`src/rtl/alu_pkg.sv`:
```
// ============================================================================
// Module      : alu_pkg
// Description : SELECT opcodes and FSM state encoding for seq_alu
// Revision    : 1.0 - initial release
// ============================================================================
`default_nettype none

package alu_pkg;

    localparam logic [2:0] OP_FWD  = 3'b000;
    localparam logic [2:0] OP_ADD  = 3'b001;
    localparam logic [2:0] OP_AND  = 3'b010;
    localparam logic [2:0] OP_OR   = 3'b011;
    localparam logic [2:0] OP_MULT = 3'b100;
    localparam logic [2:0] OP_SL   = 3'b101;
    localparam logic [2:0] OP_SRA  = 3'b110;
    localparam logic [2:0] OP_ROR  = 3'b111;

    typedef enum logic [0:0] {
        ST_IDLE = 1'b0,
        ST_EXEC = 1'b1
    } state_t;

    // Every opcode with bit 2 set runs on the iterative engine.
    function automatic logic is_iter_op(input logic [2:0] op);
        return op[2];
    endfunction

endpackage

`default_nettype wire

```
`src/rtl/seq_alu_iter.sv`:
```
// ============================================================================
// Module      : seq_alu_iter
// Description : 1-bit/cycle shift-add multiplier and shifter with down-counter
// Revision    : 1.0 - initial release
// ============================================================================
`default_nettype none

module seq_alu_iter
    import alu_pkg::*;
#(
    parameter int WIDTH = 8,
    parameter int SHW   = $clog2(WIDTH)
) (
    input  logic             clk,
    input  logic             rst_n,
    input  logic             i_load,
    input  logic [2:0]       i_op,
    input  logic [WIDTH-1:0] i_a,
    input  logic [WIDTH-1:0] i_b,
    input  logic [SHW:0]     i_n,
    output logic             o_done,
    output logic [WIDTH-1:0] o_value
);

    logic [2:0]       r_op;
    logic [WIDTH-1:0] r_acc;
    logic [WIDTH-1:0] r_mcand;
    logic [WIDTH-1:0] r_mplier;
    logic [SHW:0]     r_cnt;
    logic [WIDTH-1:0] w_next_acc;

    always_comb begin
        w_next_acc = r_acc;
        case (r_op)
            OP_MULT: w_next_acc = r_acc + (r_mplier[0] ? r_mcand : '0);
            OP_SL:   w_next_acc = {r_acc[WIDTH-2:0], 1'b0};
            OP_SRA:  w_next_acc = {r_acc[WIDTH-1], r_acc[WIDTH-1:1]};
            OP_ROR:  w_next_acc = {r_acc[0], r_acc[WIDTH-1:1]};
            default: w_next_acc = r_acc;
        endcase
    end

    always_ff @(posedge clk or negedge rst_n) begin
        if (!rst_n) begin
            r_op     <= OP_FWD;
            r_acc    <= '0;
            r_mcand  <= '0;
            r_mplier <= '0;
            r_cnt    <= '0;
        end else if (i_load) begin
            r_op     <= i_op;
            r_acc    <= (i_op == OP_MULT) ? '0 : i_a;
            r_mcand  <= i_a;
            r_mplier <= i_b;
            r_cnt    <= i_n;
        end else if (r_cnt != '0) begin
            r_acc    <= w_next_acc;
            r_mcand  <= {r_mcand[WIDTH-2:0], 1'b0};
            r_mplier <= {1'b0, r_mplier[WIDTH-1:1]};
            r_cnt    <= r_cnt - 1'b1;
        end
    end

    // The step taken on the edge where r_cnt==1 is the final one, so the
    // owner captures o_value on that same edge.
    assign o_done  = (r_cnt == {{SHW{1'b0}}, 1'b1});
    assign o_value = w_next_acc;

endmodule

`default_nettype wire

```
`src/rtl/seq_alu.sv`:
```
// ============================================================================
// Module      : seq_alu
// Description : Multi-cycle ALU with START/BUSY/DONE handshake
// Revision    : 1.0 - initial release
// ============================================================================
`default_nettype none

module seq_alu
    import alu_pkg::*;
#(
    parameter int WIDTH = 8
) (
    input  logic             clk,
    input  logic             rst_n,
    input  logic             i_start,
    input  logic [WIDTH-1:0] i_data1,
    input  logic [WIDTH-1:0] i_data2,
    input  logic [2:0]       i_select,
    output logic             o_busy,
    output logic             o_done,
    output logic [WIDTH-1:0] o_result,
    output logic             o_zero,
    output logic             o_ovf
);

    localparam int SHW = $clog2(WIDTH);
    localparam logic [SHW:0] C_WIDTH_N = (SHW+1)'(WIDTH);

    state_t           r_state;
    logic             r_busy;
    logic             r_done;
    logic [WIDTH-1:0] r_result;
    logic             r_zero;
    logic             r_ovf;

    logic [WIDTH-1:0] w_sum;
    logic             w_add_ovf;
    logic [WIDTH-1:0] w_simple;
    logic             w_big_shift;
    logic [SHW:0]     w_n;
    logic             w_load;
    logic             w_iter_done;
    logic [WIDTH-1:0] w_iter_value;

    assign w_sum       = i_data1 + i_data2;
    assign w_add_ovf   = (i_data1[WIDTH-1] == i_data2[WIDTH-1]) &&
                         (w_sum[WIDTH-1] != i_data1[WIDTH-1]);
    // Any bit at or above SHW set means the amount is >= WIDTH.
    assign w_big_shift = |i_data2[WIDTH-1:SHW];

    always_comb begin
        w_n = '0;
        case (i_select)
            OP_MULT:       w_n = C_WIDTH_N;
            OP_SL, OP_SRA: w_n = w_big_shift ? C_WIDTH_N : {1'b0, i_data2[SHW-1:0]};
            OP_ROR:        w_n = {1'b0, i_data2[SHW-1:0]};
            default:       w_n = '0;
        endcase
    end

    // Zero-length shifts and rotates fall through to the FWD path.
    always_comb begin
        w_simple = i_data1;
        case (i_select)
            OP_ADD:  w_simple = w_sum;
            OP_AND:  w_simple = i_data1 & i_data2;
            OP_OR:   w_simple = i_data1 | i_data2;
            default: w_simple = i_data1;
        endcase
    end

    assign w_load = (r_state == ST_IDLE) && i_start && is_iter_op(i_select) && (w_n != '0);

    seq_alu_iter #(
        .WIDTH (WIDTH),
        .SHW   (SHW)
    ) u_iter (
        .clk     (clk),
        .rst_n   (rst_n),
        .i_load  (w_load),
        .i_op    (i_select),
        .i_a     (i_data1),
        .i_b     (i_data2),
        .i_n     (w_n),
        .o_done  (w_iter_done),
        .o_value (w_iter_value)
    );

    always_ff @(posedge clk or negedge rst_n) begin
        if (!rst_n) begin
            r_state  <= ST_IDLE;
            r_busy   <= 1'b0;
            r_done   <= 1'b0;
            r_result <= '0;
            r_zero   <= 1'b0;
            r_ovf    <= 1'b0;
        end else begin
            r_done <= 1'b0;
            if (r_state == ST_IDLE) begin
                if (i_start) begin
                    if (w_load) begin
                        r_state <= ST_EXEC;
                        r_busy  <= 1'b1;
                    end else begin
                        r_result <= w_simple;
                        r_zero   <= (w_simple == '0);
                        r_ovf    <= (i_select == OP_ADD) && w_add_ovf;
                        r_done   <= 1'b1;
                    end
                end
            end else if (w_iter_done) begin
                r_state  <= ST_IDLE;
                r_busy   <= 1'b0;
                r_result <= w_iter_value;
                r_zero   <= (w_iter_value == '0);
                r_ovf    <= 1'b0;
                r_done   <= 1'b1;
            end
        end
    end

    assign o_busy   = r_busy;
    assign o_done   = r_done;
    assign o_result = r_result;
    assign o_zero   = r_zero;
    assign o_ovf    = r_ovf;

endmodule

`default_nettype wire

```
`config.mk`:
```
export PLATFORM = sky130hd
export DESIGN_NAME = seq_alu
export DESIGN_NICKNAME = d
export VERILOG_FILES = /design/src/rtl/alu_pkg.sv /design/src/rtl/seq_alu_iter.sv /design/src/rtl/seq_alu.sv
export SDC_FILE = /design/constraint.sdc
export NUM_CORES = 1
export LEC_CHECK = 0
export CORE_ASPECT_RATIO = 0.7
export CORE_MARGIN = 2
export CORE_UTILIZATION = 50
export CTS_CLUSTER_SIZE = 10
export DETAILED_ROUTE_END_ITERATION = 7
export DONT_BUFFER_PORTS = 1
export PLACE_DENSITY = 0.65
export REMOVE_ABC_BUFFERS = 1
export SYNTH_ARGS = -nofsm -noshare
export SYNTH_HDL_FRONTEND = slang
export SYNTH_SLANG_ARGS = --single-unit
export TNS_END_PERCENT = 1
```
`constraint.sdc`:
```
create_clock -name clk -period 2.3 [get_ports clk]
set_input_delay 0.23 -clock clk [delete_from_list [all_inputs] [get_ports clk]]
set_output_delay 0.23 -clock clk [all_outputs]
set_load 0.1 [all_outputs]
```
==> impl_metrics.yaml, run 1 <==
logic_synthesis:
  async_reset_ff_share_pct: 100
  yosysSeqAreaShare_pct: 32.6
  ys_ff_latch: 44
  netlist.area_leader.share_pct: 32.6
  synth_flop_cell: "dfrtp_1"
  synth_area_leaders: "dfrtp_1 33%, ha_1 9.6%, nand2_1 6.8%"
  ys_types: 55
  syn_inst: 431
  yosys.area.top_type: "dfrtp_1"
  synth_edf_count: 0
  syn_avg_cell_area_um2: 7.84
  mappedNetlistArea_mm2: 0.00338
  ys_warn_count: 0
sta:
  grt_setup_unrepaired: "yes"
  final.setup_skew_ps: 5.41
  finalCritPeriodShare_pct: 108
  slew_headroom_pct: 38.5
  whs_ps: 58.9
  setup_slack_ps: -195
  max_freq_mhz: 401
  fin_crit_ps: 2490
  slew_violations: 0
  setup_viol: 11
  tightest_slew_ps: 922
  hold_violations: 0
die:
  io_pins: 34
  initial_utilization_pct: 50.7
  die_area_mm2: 0.00745
  core_area_mm2: 0.00666
  die_w_um: 102
  fp-row-count: 25
  dieHeight_um: 72.8
critical_path:
  crit_family: "simple AND/OR/NAND/NOR gates"
  crit_path_top_delay_cell: "fa_2"
  critPathArrivalTime_ps: 2710
  critical_path_class: "register to register"
  crit_path_end_kind: "register"
  crit_fanout: 2
  cp_num_buf_inv: 0
  crit_path_start_kind: "register"
  crit_path_cell_trace: "and2_4 > ha_4 > fa_2 > mux2_4 > o211ai_1 > nand3_1 > or2_4 > nor4_4 > a32oi_1 > o31ai_1"
  cp.required_ps: 2510
  cp_slowest_stage_delay_ps: 430
worst_hold_path:
  min_path_type: "primary input to register"
layout:
  fillers: 601
  design_area_mm2: 0.00411
  synthToLayoutAreaGrowth_pct: 21.5
  fin_cells: 562
  drive_gt1_share_pct: 20.1
  layout.nets: 517
  antenna_cells: 0
status:
  violations: "negative setup slack"
  outcome: "finished, violations left"
detailed_routing:
  routed_wl_um: 9770
  vias_per_cell: 5.90
  ant_nets: 0
  firstDrtPassIters: 7
  drc: 0
  vias: 3313
  routedWlPerCell_um: 17.4
  first_iter_violations: 335
power:
  p_per_area_mw_per_mm2: 1490
  static-leakage-power_nw: 1.86
  total_power_w: 0.00612
  max-vdd-ir-drop_v: 0.000687
clock_tree:
  cts_tree: "built"
  htreeDepth: 2
  cts_root_buf: "clkbuf_8"
  cts_sinks: 44
  clk_pin_slew_ps: 90
  cts_buffers: 5
  clock_latency_ps: 300
  clk_path_buf_depth: 2
placed_design:
  dp_hpwl_um: 7350
  portBuffers: 0
  gp_congestion: 0.963
  place_area_mm2: 0.00374
  placedCellCount: 547
global_route:
  grt.total_usage_pct: 27.0
  antenna_found_initial: 0
  first_global_vias: 3106
  grt_start_max_net_pins: 45
  overflow: 0
  grt_pass1_wl_um: 15600
job:
  max_cap_viol_count: 0
==> registers in the layout, summed over array words and instances (netlist names) <==
register,flops
o_result,8
u_iter.r_acc,8
u_iter.r_mcand,8
u_iter.r_mplier,8
u_iter.r_cnt,4
u_iter.r_op,3
o_busy,1
o_done,1
o_ovf,1
o_zero,1
r_state,1
==> routing by layer <==
| layer | up-vias | global-route usage (%) | wire [µm] |
|---|---|---|---|
| met3 | 25 | 6.80 | 858 |
| met2 | 133 | 37.5 | 4030 |
| met5 | - | 0 | 0 |
| met1 | 1569 | 42.1 | 4760 |
| met4 | 0 | 5.48 | 125 |
| li1 | 1586 | - | - |
==> synth_stat cells, types with 4 or more instances <==
master / instances
clkbuf_1: 13
nand2_1: 61
dfrtp_1: 44
and2_1: 9
buf_2: 6
nand4_1: 4
ha_1: 26
nand3_1: 8
xnor2_1: 8
o21ai_0: 21
nand3b_1: 6
o22ai_1: 4
mux2i_1: 5
a31oi_1: 25
nor2_1: 58
o21ai_1: 13
mux2_2: 5
nand2b_1: 4
a21oi_1: 23
nor3_1: 8
a22oi_1: 6
inv_1: 23
==> cell families after synthesis <==
group	Yosys count	synth area share, %
buffers and inverters	45	5.22
flip-flops	44	32.6
AO/OA/AOI/OAI	118	21.4
multiplexers	10	3.15
AND/OR/NAND/NOR	174	23.6
XOR/XNOR	11	2.85
adder cells (fa/ha/maj)	29	11.2
==> worst register-to-register path, cell delays in order (launching register included) <==
cell	delay [ps]
dfrtp_1	400
and2_4	170
ha_4	160
fa_2	430
mux2_4	270
o211ai_1	210
nand3_1	130
or2_4	250
nor4_4	140
a32oi_1	140
o31ai_1	110
==> cells in the final DEF (no fill, tap or decap), types with 4 or more instances in the layout <==
cell       n
ha_1      22
a31oi_1   22
ha_4       4
nand3b_1   6
a21oi_1   20
a22oi_1    5
o21ai_0   17
nand2b_1   4
nor2_1    58
mux2_2     4
nand2_1   60
o21ai_1   15
a21oi_2    4
nand4_1    4
nor3_1     8
and2_1     6
o22ai_1    4
nand3_1    7
dfrtp_1   44
xnor2_1    8
buf_4     43
clkbuf_8   6
inv_1     23
==> report_power, final <==
| part | switching, W | total [W] | leakage [nW] | internal [W] |
|---|---|---|---|---|
| Sequential | 0.000452 | 0.00158 | 0.542 | 0.00113 |
| Combinational | 0.00229 | 0.00401 | 1.26 | 0.00172 |
| Clock | 0.000289 | 0.000535 | 0.0516 | 0.000246 |
| Total | 0.00303 | 0.00612 | 1.86 | 0.00309 |
==> layout make-up <==
cell class / instances / area [µm²] / area share [%]
sequential: 44 / 1100 / 26.8
inverter: 25 / 93.8 / 2.28
multi-input combinational: 342 / 2290 / 55.6
timing repair buffer: 49 / 414 / 10.1
clock inverter: 2 / 13.8 / 0.335
tap: 94 / 118 / 2.86
clock buffer: 6 / 82.6 / 2.01
==> path summary, 6_finish.rpt <==
| check | endpoint | startpoint | depth (start not counted) | slack, ps |
|---|---|---|---|---|
| max | o_zero | u_iter.r_mcand[0] | 10 | -190 |
| min in group asynchronous | o_result[5] | rst_n | 2 | 430 |
| min | u_iter.r_acc[2] | i_data1[2] | 2 | 60 |
| max reg2reg | o_zero | u_iter.r_mcand[0] | 10 | -190 |
| max in group asynchronous | u_iter.r_mplier[4] | rst_n | 2 | 1660 |
| min reg2reg | o_result[0] | o_result[0] | 2 | 500 |
==> repair_timing <==
action                     4_1_cts  5_1_grt
buffers inserted                 3        3
resized for setup               24       17
hold buffers                     2        0
setup endpoints to repair       12       14
hold endpoints to repair        44        0
pin swaps                       12       14
==> through the flow <==
| stage | utilization (%) | worst slack (ps) | TNS [ps] |
|---|---|---|---|
| CTS | 60.2 | -198 | -725 |
| global placement | 56.2 | -333 | -1250 |
| finish | 61.7 | -195 | -854 |
| detailed placement | 56.2 | -408 | -1780 |
| floorplan | - | -246 | -1910 |
| global route | 61.7 | -297 | -1960 |
(Power assumes the default switching activity.)
==> inputs of run 2 (changes only) <==
Settings changed: CORE_MARGIN 2 to unset, PLACE_DENSITY 0.65 to 0.62, RECOVER_POWER set to 100.
Clock period 2.3 ns to 2.55 ns, I/O delays scaled along.
==> impl_metrics.yaml, run 2 (synthesis gave the netlist of run 1 again) <==
status:
  outcome: "finished, final reports clean"
clock_tree:
  cts_sinks: 44
  clk_pin_slew_ps: 90
  htreeDepth: 2
  cts_root_buf: "clkbuf_8"
  clk_path_buf_depth: 2
  clock_latency_ps: 300
  cts_tree: "built"
  cts_buffers: 5
placed_design:
  gp_congestion: 0.883
  portBuffers: 0
  placedCellCount: 520
  dp_hpwl_um: 7270
  pre_cts_slack_ps: -118
sta:
  final.setup_skew_ps: 11.3
  tightest_slew_ps: 1190
  grt_setup_unrepaired: "yes"
  max_freq_mhz: 402
  fin_crit_ps: 2490
  slew_headroom_pct: 21.1
  tns_ps: 0
  slew_violations: 0
  setup_slack_ps: 60.8
  hold_violations: 0
  setup_viol: 0
  finalCritPeriodShare_pct: 97.6
global_route:
  grt_pass1_wl_um: 15600
  grt.total_usage_pct: 28.4
  first_global_vias: 2911
  grt_start_max_net_pins: 45
  antenna_found_initial: 0
  overflow: 0
worst_hold_path:
  min_from: "i_data1[5]"
  hold_path_end: "u_iter.r_acc[5]"
  hold_depth: 2
  min_path_type: "primary input to register"
job:
  max_cap_viol_count: 0
power:
  power.internal_w: 0.00230
  static-leakage-power_nw: 1.67
  p_sw_share_pct: 52.4
  max-vdd-ir-drop_v: 0.000450
  p_per_area_mw_per_mm2: 1310
  power.switching_w: 0.00253
  pwr-share-seq_pct: 39.0
  power_frac_comb_pct: 51.8
  pwr-share-clk_pct: 9.2
critical_path:
  crit_path_end_kind: "register"
  ff2ff_setup_slack_ps: 60
  cp.required_ps: 2760
  reg2reg_to: "o_zero"
  critical_path_class: "register to register"
  critPathArrivalTime_ps: 2700
  reg2reg_from: "u_iter.r_mplier[0]"
  crit_fanout: 3
  reg2reg_depth: 10
  worstSetupStartpoint: "u_iter.r_mplier[0]"
  crit_path_start_kind: "register"
layout:
  drive_gt1_share_pct: 10.0
  layout_commonest_cell: "nand2_1"
  multi_input_area_mm2: 0.00215
  antenna_cells: 0
  synthToLayoutAreaGrowth_pct: 8.92
  seq_area_mm2: 0.00110
  final_cell_mix: "61 x nand2_1, 58 x nor2_1, 44 x dfrtp_1, 25 x ha_1"
  layout.nets: 489
  fin_cells: 530
  fillers: 607
detailed_routing:
  first_iter_violations: 249
  vias_per_cell: 5.96
  firstDrtPassIters: 5
  routedWlPerCell_um: 18.0
  ant_nets: 0
  vias: 3159
  routed_wl_um: 9570
  drc: 0
die:
  die_area_mm2: 0.00710
  io_pins: 34
  die_w_um: 100
  dieHeight_um: 70.8
  core_area_mm2: 0.00637
  initial_utilization_pct: 53.1
  fp-row-count: 24
run 2: cell count changes in the layout (fill, tap and decap cells not counted), moves of 3 or more:
cell | previous run | this run
buf_4 | 43 | 15
ha_4 | 4 | 0
o21ai_0 | 17 | 21
buf_6 | 3 | 0
clkbuf_1 | 0 | 3
ha_1 | 22 | 25
run 2: through the flow:
| step | utilization [%] | power, W | hold WS (ps) | area (µm²) |
|---|---|---|---|---|
| final | 57.8 | 0.00483 | 77.5 | 3680 |
| after global routing | 57.8 | 0.00518 | 87.2 | 3680 |
| after CTS | 58.0 | 0.00472 | 77.5 | 3690 |
| after detailed placement | 55.8 | 0.00423 | -39.7 | 3550 |
| after global placement | 55.8 | 0.00419 | -39.7 | 3550 |
| after floorplan | - | 0.00347 | -40.6 | 3300 |
run 2: how the worst max path moves through the flow:
| stage | to | slack [ps] | cells after the start |
|---|---|---|---|
| after floorplan | o_zero | 4 | 10 |
| after global placement | o_zero | -60 | 10 |
| after detailed placement | o_zero | -120 | 10 |
| after CTS | o_zero | 10 | 10 |
| after global routing | o_zero | -20 | 10 |
| final | o_zero | 60 | 10 |
run 2: layout make-up:
type	count	area share, %
Clock buffer	5	1.87
Clock inverter	2	0.340
Inverter	25	2.55
Multi-Input combinational cell	342	58.3
Sequential cell	44	29.9
Tap cell	91	3.09
Timing Repair Buffer	21	3.91
run 2: critical path, stage by stage, from the launching register on:
cell     delay (ps)
dfrtp_1         380
and2_1          160
ha_2            190
fa_2            360
a211o_1         360
a21o_1          180
a31oi_2         210
nand2_1         120
nor4_4          220
a32oi_1         130
o31ai_1         100
run 2: routing by layer:
| metal | routed length [µm] | track usage, % |
|---|---|---|
| met5 | 0 | 0 |
| met4 | 27 | 3.54 |
| met3 | 867 | 7.11 |
| met2 | 3950 | 40.6 |
| met1 | 4720 | 43.8 |
run 2: power groups by stage:
stage                     clock network [W]  logic, W  registers, W
after global routing               0.000475   0.00278       0.00192
final                              0.000444   0.00250       0.00188
after floorplan                           0   0.00164       0.00183
after CTS                          0.000439   0.00241       0.00188
after global placement                    0   0.00230       0.00188
after detailed placement                  0   0.00234       0.00189
run 2: timing repair:
action,4_1_cts,5_1_grt
pin swaps,5,14
setup buffers,0,1
gates resized for setup,4,9
hold buffers,2,0
hold endpoints to repair,44,0
setup endpoints to repair,1,5
